<file path="config.mk">
export PLATFORM = sky130hd
export DESIGN_NAME = if_fetch_buffer_flat
export DESIGN_NICKNAME = d
export VERILOG_FILES = /design/src/rtl/if_fetch_buffer_pkg.sv /design/src/rtl/if_fetch_buffer_if.sv /design/src/rtl/if_fetch_buffer.sv /design/src/flat_wrapper.sv
export SDC_FILE = /design/constraint.sdc
export NUM_CORES = 1
export LEC_CHECK = 0
export CORE_ASPECT_RATIO = 0.5
export CORE_UTILIZATION = 50
export CTS_BUF_LIST = sky130_fd_sc_hd__clkbuf_8
export CTS_CLUSTER_DIAMETER = 200
export DETAILED_ROUTE_END_ITERATION = 8
export DONT_BUFFER_PORTS = 1
export REMOVE_ABC_BUFFERS = 1
export SETUP_SLACK_MARGIN = 0.4
export SLEW_MARGIN = 25
export SYNTH_ARGS = -nofsm -noshare
export SYNTH_HDL_FRONTEND = slang
export SYNTH_SLANG_ARGS = --single-unit
</file>
<file path="constraint.sdc">
create_clock -name clk -period 3.5 [get_ports clk]
set_input_delay 0.7 -clock clk [delete_from_list [all_inputs] [get_ports clk]]
set_output_delay 0.7 -clock clk [all_outputs]
set_load 0.1 [all_outputs]
</file>
<file path="src/rtl/if_fetch_buffer_pkg.sv">
// if_fetch_buffer_pkg: fetch slot type and except-vector bit positions shared by the IF stage
package if_fetch_buffer_pkg;
  localparam int EXC_W = 19;
  localparam int IF_TLBRefill = 8;
  localparam int IF_TLBInvalid = 7;
  typedef struct packed {
    logic [31:0] pc;
    logic [31:0] instr;
    logic [EXC_W-1:0] excepttype;
    logic filled;
  } fetch_slot_t;
endpackage

</file>
<file path="src/rtl/if_fetch_buffer_if.sv">
// if_fetch_buffer_if: PRE-IF request, I$ response, flush and ID handshake bundle
interface if_fetch_buffer_if;
  import if_fetch_buffer_pkg::*;
  logic preif_valid;
  logic preif_ready;
  logic [31:0] preif_pc;
  logic [EXC_W-1:0] preif_excepttype;
  logic preif_no_mem;
  logic icache_rvalid;
  logic [31:0] icache_rdata;
  logic flush;
  logic id_valid;
  logic id_ready;
  logic [31:0] id_pc;
  logic [31:0] id_instr;
  logic [EXC_W-1:0] id_excepttype;
  modport master(
    output preif_valid, preif_pc, preif_excepttype, preif_no_mem, icache_rvalid, icache_rdata, flush, id_ready,
    input preif_ready, id_valid, id_pc, id_instr, id_excepttype
  );
  modport slave(
    input preif_valid, preif_pc, preif_excepttype, preif_no_mem, icache_rvalid, icache_rdata, flush, id_ready,
    output preif_ready, id_valid, id_pc, id_instr, id_excepttype
  );
endinterface

</file>
<file path="src/rtl/if_fetch_buffer.sv">
// if_fetch_buffer: in-order IF slot buffer between PRE-IF/I$ and ID with flush-time response dropping
module if_fetch_buffer
  import if_fetch_buffer_pkg::*;
#(
  parameter int DEPTH = 2,
  parameter int DROP_MAX = 3
) (
  input logic clk,
  input logic resetn,
  if_fetch_buffer_if.slave bus
);
  localparam int AW = $clog2(DEPTH);
  localparam int DW = $clog2(DROP_MAX + 1);
  localparam int SW = AW + DW + 1;
  fetch_slot_t slots [DEPTH];
  fetch_slot_t head;
  logic [AW-1:0] wr, fill, rd;
  logic [AW:0] count, unfilled;
  logic [DW-1:0] drop_cnt;
  logic [SW-1:0] drop_sum;
  logic acc, pop, drop, fill_ok;
  always_comb begin
    head = slots[rd];
    bus.preif_ready = !bus.flush && count < (AW+1)'(DEPTH) && drop_cnt < DW'(DROP_MAX)
                      && (!bus.preif_no_mem || unfilled == '0);
    acc = bus.preif_valid && bus.preif_ready;
    bus.id_valid = count != '0 && head.filled;
    bus.id_pc = head.pc;
    bus.id_instr = head.instr;
    bus.id_excepttype = head.excepttype;
    pop = bus.id_valid && bus.id_ready;
    drop = bus.icache_rvalid && drop_cnt != '0;
    fill_ok = bus.icache_rvalid && drop_cnt == '0 && unfilled != '0;
    drop_sum = SW'(drop_cnt) + SW'(unfilled) - SW'(fill_ok) - SW'(drop);
  end
  always_ff @(posedge clk or negedge resetn)
    if (!resetn) begin
      for (int i = 0; i < DEPTH; i++) slots[i] <= '0;
      wr <= '0;
      fill <= '0;
      rd <= '0;
      count <= '0;
      unfilled <= '0;
      drop_cnt <= '0;
    end else if (bus.flush) begin
      for (int i = 0; i < DEPTH; i++) slots[i] <= '0;
      wr <= '0;
      fill <= '0;
      rd <= '0;
      count <= '0;
      unfilled <= '0;
      drop_cnt <= DW'(drop_sum);
    end else begin
      if (fill_ok) begin
        slots[fill].instr <= bus.icache_rdata;
        slots[fill].filled <= 1'b1;
      end
      if (acc)
        slots[wr] <= '{pc: bus.preif_pc, instr: '0, excepttype: bus.preif_excepttype, filled: bus.preif_no_mem};
      wr <= wr + AW'(acc);
      fill <= fill + AW'(fill_ok || (acc && bus.preif_no_mem));
      rd <= rd + AW'(pop);
      count <= count + (AW+1)'(acc) - (AW+1)'(pop);
      unfilled <= unfilled + (AW+1)'(acc && !bus.preif_no_mem) - (AW+1)'(fill_ok);
      drop_cnt <= drop_cnt - DW'(drop);
    end
  a_no_orphan_rvalid: assert property (@(posedge clk) disable iff (!resetn)
    bus.icache_rvalid |-> (unfilled != '0 || drop_cnt != '0));
  a_drop_bound: assert property (@(posedge clk) disable iff (!resetn)
    bus.flush |-> drop_sum <= SW'(DROP_MAX));
endmodule

</file>
<file path="src/flat_wrapper.sv">
// flat-port wrapper written by rule: the top's interface ports become plain ports
module if_fetch_buffer_flat import if_fetch_buffer_pkg::*;
#(
  parameter int DEPTH = 2,
  parameter int DROP_MAX = 3
)
  (clk, resetn, bus_preif_valid, bus_preif_pc, bus_preif_excepttype, bus_preif_no_mem, bus_icache_rvalid, bus_icache_rdata, bus_flush, bus_id_ready, bus_preif_ready, bus_id_valid, bus_id_pc, bus_id_instr, bus_id_excepttype);
  if_fetch_buffer_if bus_i ();
  input logic clk;
  input logic resetn;
  input wire logic [$bits(bus_i.preif_valid)-1:0] bus_preif_valid;
  input wire logic [$bits(bus_i.preif_pc)-1:0] bus_preif_pc;
  input wire logic [$bits(bus_i.preif_excepttype)-1:0] bus_preif_excepttype;
  input wire logic [$bits(bus_i.preif_no_mem)-1:0] bus_preif_no_mem;
  input wire logic [$bits(bus_i.icache_rvalid)-1:0] bus_icache_rvalid;
  input wire logic [$bits(bus_i.icache_rdata)-1:0] bus_icache_rdata;
  input wire logic [$bits(bus_i.flush)-1:0] bus_flush;
  input wire logic [$bits(bus_i.id_ready)-1:0] bus_id_ready;
  output wire logic [$bits(bus_i.preif_ready)-1:0] bus_preif_ready;
  output wire logic [$bits(bus_i.id_valid)-1:0] bus_id_valid;
  output wire logic [$bits(bus_i.id_pc)-1:0] bus_id_pc;
  output wire logic [$bits(bus_i.id_instr)-1:0] bus_id_instr;
  output wire logic [$bits(bus_i.id_excepttype)-1:0] bus_id_excepttype;
  assign bus_i.preif_valid = bus_preif_valid;
  assign bus_i.preif_pc = bus_preif_pc;
  assign bus_i.preif_excepttype = bus_preif_excepttype;
  assign bus_i.preif_no_mem = bus_preif_no_mem;
  assign bus_i.icache_rvalid = bus_icache_rvalid;
  assign bus_i.icache_rdata = bus_icache_rdata;
  assign bus_i.flush = bus_flush;
  assign bus_i.id_ready = bus_id_ready;
  assign bus_preif_ready = bus_i.preif_ready;
  assign bus_id_valid = bus_i.id_valid;
  assign bus_id_pc = bus_i.id_pc;
  assign bus_id_instr = bus_i.id_instr;
  assign bus_id_excepttype = bus_i.id_excepttype;
  if_fetch_buffer #(.DEPTH(DEPTH), .DROP_MAX(DROP_MAX)) u_core (.clk(clk), .resetn(resetn), .bus(bus_i));
endmodule
</file>
==> summary.md, run 1 <==
| Metric | Value |
|---|---|
| Status | `finished, violations left` |
| Failing checks | `hold timing` |
| Fin util | `55.8%` |
| Die Ht | `93.1 µm` |
| CTS Buf Count | `17` |
| Final Slew Violations | `0` |
| RSZ-0062 raised after global routing | `no` |
| Clock Latency Late Sink | `460 ps` |
| Maximum vdd drop | `0.309 mV` |
| Site row count | `32` |
| I/O pin count | `175` |
| Nets@finish | `961` |
| Pin count of the biggest net entering global routing | `178` |
| Least-Margin Pin Slew | `665 ps` |
| Largest cells by area after synthesis | `dfrtp_1, nand2_1, mux2_2` |
| Crit path DAT | `2200 ps` |
| Max cap viols | `0` |
| Req. time, crit path | `2800 ps` |
| Post-synth EDFFs | `0` |
| Minimum clock period after layout | `2900 ps` |
| CP startpoint kind | `flop` |
| Maximum clock rate | `0.344 GHz` |
| Port Buffers | `0` |
| Max-slew headroom at the worst pin | `55.7%` |
| Vias in the first global route | `5947` |
| Clk pwr share | `29.9%` |
| Synth area leader | `dfrtp_1` |
| Share of the synthesized area in the top cell type | `53.4%` |
| Mean post-synth cell area | `9.26 µm²` |
| Seq cells post-synth | `177` |
| Logic pwr share | `25.1%` |
| DR DRC count | `0` |
| Initial core utilization | `52.4%` |
| Crit path kind | `reg -> out` |
| Main flop type after synthesis | `dfrtp_1` |
| Fin crit share | `82.9%` |
| DIE AREA | `0.0171 mm²` |
| Reg power frac | `45.0%` |
| Clk_skew | `11.2 ps` |
| Register area share after synthesis | `53.4%` |
| Final Wtd Congestion | `0.742` |
| Die Wd | `184 µm` |
| Post-route ant nets | `0` |
| Worst stage delay on the critical path | `700 ps` |
| Clock Tree Root | `clkbuf_8` |
| Diode count | `0` |
| Post-synth cell types | `34` |
| Vias post-DR | `6005` |
| Clock Tree Buf Depth | `2` |
| DR iter-0 viols | `458` |
| Htree depth | `4` |
| Count leader, synth | `nand2_1` |
| Total Routing Usage GR | `23.8%` |
| Hold Vio Cnt, Final | `72` |
| Total congestion overflow | `0` |
| Post-DP HPWL | `11100 µm` |
| Final wirelength | `19500 µm` |
| DRT Pass-1 Iters | `4` |
| Via/cell ratio | `5.47` |
| Avg WL per Cell | `17.8 µm` |
| Crit-path max FO | `59` |
| Leak | `3.79 nW` |
| Post-cts sizing count | `0` |
| Area grow syn2layout | `6.41%` |
| Core area | `0.0158 mm²` |
| Clock slew at reported path FFs | `90 ps` |
| Crit. End Element | `output pin` |
| Layout cell share with drive strength beyond 1 | `15.2%` |
| Cell Int Power | `3.20 mW` |
| Worst hold slack | `-70.9 ps` |
| Setup violations, final | `0` |
| Top post-synthesis cells by count | `nand2_1, dfrtp_1, a21oi_1` |
| Total power | `4.98 mW` |
| CTS tree | `yes` |
| First-pass GRT wire length | `31300 µm` |
| HP Class | `in -> async` |
| CP cell instances | `buf_12, mux2_2` |
| Cells after synthesis | `895` |
| Synthesized cell area | `0.00829 mm²` |
| Initial antenna violation count | `0` |
| Power Dens Cells | `565 mW/mm²` |
| Sw Share | `35.8%` |
| Slowest cell on crit path | `dfrtp_4` |
| Switch Pwr | `1.78 mW` |
| Setup Fix Bufs, Post-CTS | `0` |
| CTS sink count | `177` |
| Synth async-reset ratio | `100%` |
| Syn. warnings | `0` |
[layout make-up]
cell class,count,area (µm²)
Clock inverter,12,141
Sequential cell,177,4430
Clock buffer,20,275
Timing Repair Buffer,14,143
Tap cell,221,277
Inverter,8,30.0
Fill cell,1462,6990
Multi-Input combinational cell,645,3520
[final timing paths]
check / slack, ps / cells after the start / startpoint / endpoint
min in group clk: 300 / 1 / bus_flush / u_core.slots[7]
worst max register to register: 800 / 9 / u_core.drop_cnt[1] / u_core.drop_cnt[1]
max in group asynchronous: 3140 / 0 / resetn / u_core.rd
worst max-delay path: 600 / 2 / u_core.rd / bus_id_pc[18]
worst min-delay path: -70 / 0 / resetn / u_core.slots[38]
worst min register to register: 520 / 2 / u_core.slots[38] / u_core.slots[38]
[state kept, by name, indices dropped and copies added, names as in the netlist]
name,cells
u_core.slots,168
u_core.count,2
u_core.drop_cnt,2
u_core.unfilled,2
u_core.fill,1
u_core.rd,1
u_core.wr,1
[routing by layer]
| layer | wire length (µm) | track usage, % | up-vias |
|---|---|---|---|
| li1 | - | - | 2864 |
| met1 | 8820 | 31.9 | 2967 |
| met2 | 8850 | 36.9 | 161 |
| met3 | 1660 | 7.87 | 13 |
| met4 | 149 | 6.53 | 0 |
| met5 | 0 | 0 | - |
[power groups by stage]
stage	Combinational [mW]	Sequential [mW]	Clock [mW]
2_1_floorplan	1.07	2.26	0
3_3_place_gp	1.25	2.27	0
3_5_place_dp	1.26	2.28	0
4_1_cts	1.26	2.24	1.53
5_1_grt	1.34	2.26	1.62
6_report	1.25	2.24	1.49
[placed cells by master, fill, tap and decap left out, types with 2 or more instances in the layout]
master / netlist / layout
nand2_1: 333 / 333
dfrtp_1: 177 / 176
a21oi_1: 168 / 168
mux2_2: 85 / 85
clkbuf_8: 0 / 20
inv_1: 8 / 12
buf_4: 1 / 11
nor2_1: 12 / 10
ha_1: 6 / 6
nor2b_1: 5 / 5
nor3_1: 4 / 4
xor2_1: 4 / 4
xnor2_1: 4 / 4
clkinvlp_4: 0 / 3
bufinv_16: 0 / 3
buf_12: 0 / 3
nand4_1: 2 / 2
nand2b_1: 2 / 2
nand4b_1: 2 / 2
mux2i_1: 2 / 2
nor2_2: 0 / 2
fa_1: 2 / 2
[worst max-delay path: cells and delay by family (launching register included)]
family	cells	cell delay, ps
buf+inv	1	360
flops	1	700
mux	1	610
[metrics by stage]
stage          hold WS, ps  setup slack, ps  instances  instance area, µm²  setup TNS, ps
2_1_floorplan          404            -1080        830                7980          -4630
5_1_grt               -112              488       1097                8820              0
3_5_place_dp           408              827       1065                8410              0
4_1_cts               -105              546       1097                8820              0
6_report             -70.9              597       1097                8820              0
3_3_place_gp           408              899       1065                8410              0
[logic make-up (layout without fill, tap and decap cells)]
kind of cell,after synthesis,count (layout),synth area share [%]
simple gates,367,367,17.6
xor+xnor,8,8,0.845
flops,177,177,53.4
buf+inv,73,54,4.15
compound gates,175,175,10.8
fa+ha+maj,8,8,1.39
mux,87,87,11.8
Note: power is estimated with default switching activity, not from simulation.
==> inputs of run 2 (changes only) <==
==> constraint.sdc (replaced) <==
create_clock -name clk -period 2.9 [get_ports clk]
set_input_delay 0.58 -clock clk [delete_from_list [all_inputs] [get_ports clk]]
set_output_delay 0.58 -clock clk [all_outputs]
set_load 0.1 [all_outputs]
==> summary.md, run 2 (synthesis results as in run 1) <==
| Metric | Value |
|---|---|
| Diode count | `0` |
| Core area | `0.0158 mm²` |
| Setup violations, final | `0` |
| Final Wtd Congestion | `0.756` |
| Layout cell share with drive strength beyond 1 | `17.3%` |
| Least-Margin Pin Slew | `634 ps` |
| Req. time, crit path | `3240 ps` |
| Setup TNS | `0 ps` |
| Leak | `3.92 nW` |
| Clock slew at reported path FFs | `100 ps` |
| Clock Tree Root | `clkbuf_8` |
| Avg WL per Cell | `18.4 µm` |
| Clock Latency Late Sink | `460 ps` |
| Port Buffers | `0` |
| Crit. End Element | `flop` |
| Maximum clock rate | `0.403 GHz` |
| Die Ht | `93.1 µm` |
| Vias in the first global route | `6072` |
| Fin util | `58.0%` |
| Worst hold slack | `-197 ps` |
| Max-slew headroom at the worst pin | `57.7%` |
| Crit path kind | `reg -> reg` |
| HP Class | `in -> async` |
| R2R Setup Slk | `420 ps` |
| Htree depth | `4` |
| Power Dens Cells | `669 mW/mm²` |
| Pin count of the biggest net entering global routing | `178` |
| RSZ-0062 raised after global routing | `yes` |
| Crit path DAT | `2820 ps` |
| Nets@finish | `973` |
| Non-filler cells, final | `1109` |
| Initial core utilization | `52.4%` |
| Vias post-DR | `6106` |
| Fin crit share | `85.5%` |
| CTS sink count | `177` |
| DIE AREA | `0.0171 mm²` |
| I/O pin count | `175` |
| Max cap viols | `0` |
| CTS tree | `yes` |
| DR iter-0 viols | `443` |
| Final wirelength | `20400 µm` |
| DP Cell Count | `1068` |
| Commonest cells after routing, fill and taps aside | `nand2_1, dfrtp_1, a21oi_1, mux2_4, mux2_2` |
| Final Slew Violations | `0` |
| Die Wd | `184 µm` |
| Maximum vdd drop | `0.309 mV` |
| Via/cell ratio | `5.51` |
| Initial antenna violation count | `0` |
| Total Routing Usage GR | `24.6%` |
| Crit-path max FO | `5` |
| First-pass GRT wire length | `32500 µm` |
| DR DRC count | `0` |
| Failing checks | `hold timing` |
| Total congestion overflow | `0` |
| Post-route ant nets | `0` |
| Area grow syn2layout | `10.6%` |
| Site row count | `32` |
| DRT Pass-1 Iters | `5` |
| CP startpoint kind | `flop` |
| Post-DP HPWL | `11400 µm` |
| Status | `finished, violations left` |
| Max reg flops | `168` |
| Minimum clock period after layout | `2480 ps` |
| Clock Tree Buf Depth | `2` |
| Commonest non-fill, non-tap cell in the layout | `nand2_1` |
| Hold Vio Cnt, Final | `177` |
| Largest Register | `u_core.slots` |
| Clk_skew | `13.7 ps` |
| CTS Buf Count | `17` |
## run 2: worst paths after layout
path | start | endpoint | cells past startpoint
setup reg to reg | u_core.unfilled[0] | u_core.drop_cnt[1] | 9
setup / recovery | u_core.unfilled[0] | u_core.drop_cnt[1] | 9
min in group clk | bus_flush | u_core.slots[91] | 1
hold reg to reg | u_core.slots[93] | u_core.slots[93] | 2
hold / removal | resetn | u_core.slots[132] | 0
max in group asynchronous | resetn | u_core.slots[97] | 0
## run 2: cell type report
class	instances	area, µm²
clock buffers	22	303
clock inverters	10	123
fillers	1433	6650
inverters	8	30.0
multi-input cells	645	3760
flip-flops and latches	177	4440
well taps	221	277
repair buffers	26	236
## run 2: power by group
part / internal (mW) / total [mW] / switching [mW] / leakage, nW
Sequential: 2.61 / 2.71 / 0.103 / 2.45
Clock: 0.891 / 1.82 / 0.933 / 0.220
Combinational: 0.416 / 1.60 / 1.18 / 1.26
Total: 3.91 / 6.13 / 2.22 / 3.92
## run 2: worst max-delay path, stage by stage, from the launching register on
cell     delay (ps)
dfrtp_1         400
or2_4           270
and3_4          190
fa_1            450
fa_1            490
inv_1            40
ha_1            180
xor2_1          150
xnor2_1         130
a21oi_1          80
## run 2: what timing repair did
item,4_1_cts,5_1_grt
buffers inserted,4,5
pin swaps,0,2
endpoints found under the hold margin,177,177
setup endpoints to repair,86,76
gates resized for setup,7,59
## run 2: routing by layer
metal	wire length (µm)	up-vias	track usage (%)
met3	1700	13	6.81
met5	0	-	0
met4	150	0	7.57
li1	-	2897	-
met1	9260	3026	34.4
met2	9280	170	37.4
## run 2: per-stage QoR
| step | power (mW) | setup slack, ps | cell area (µm²) |
|---|---|---|---|
| after global placement | 4.25 | 285 | 8420 |
| after detailed placement | 4.26 | 245 | 8420 |
| after global routing | 6.41 | 318 | 9170 |
| final | 6.13 | 420 | 9170 |
| after floorplan | 4.03 | -1680 | 7980 |
| after CTS | 6.11 | 394 | 8910 |
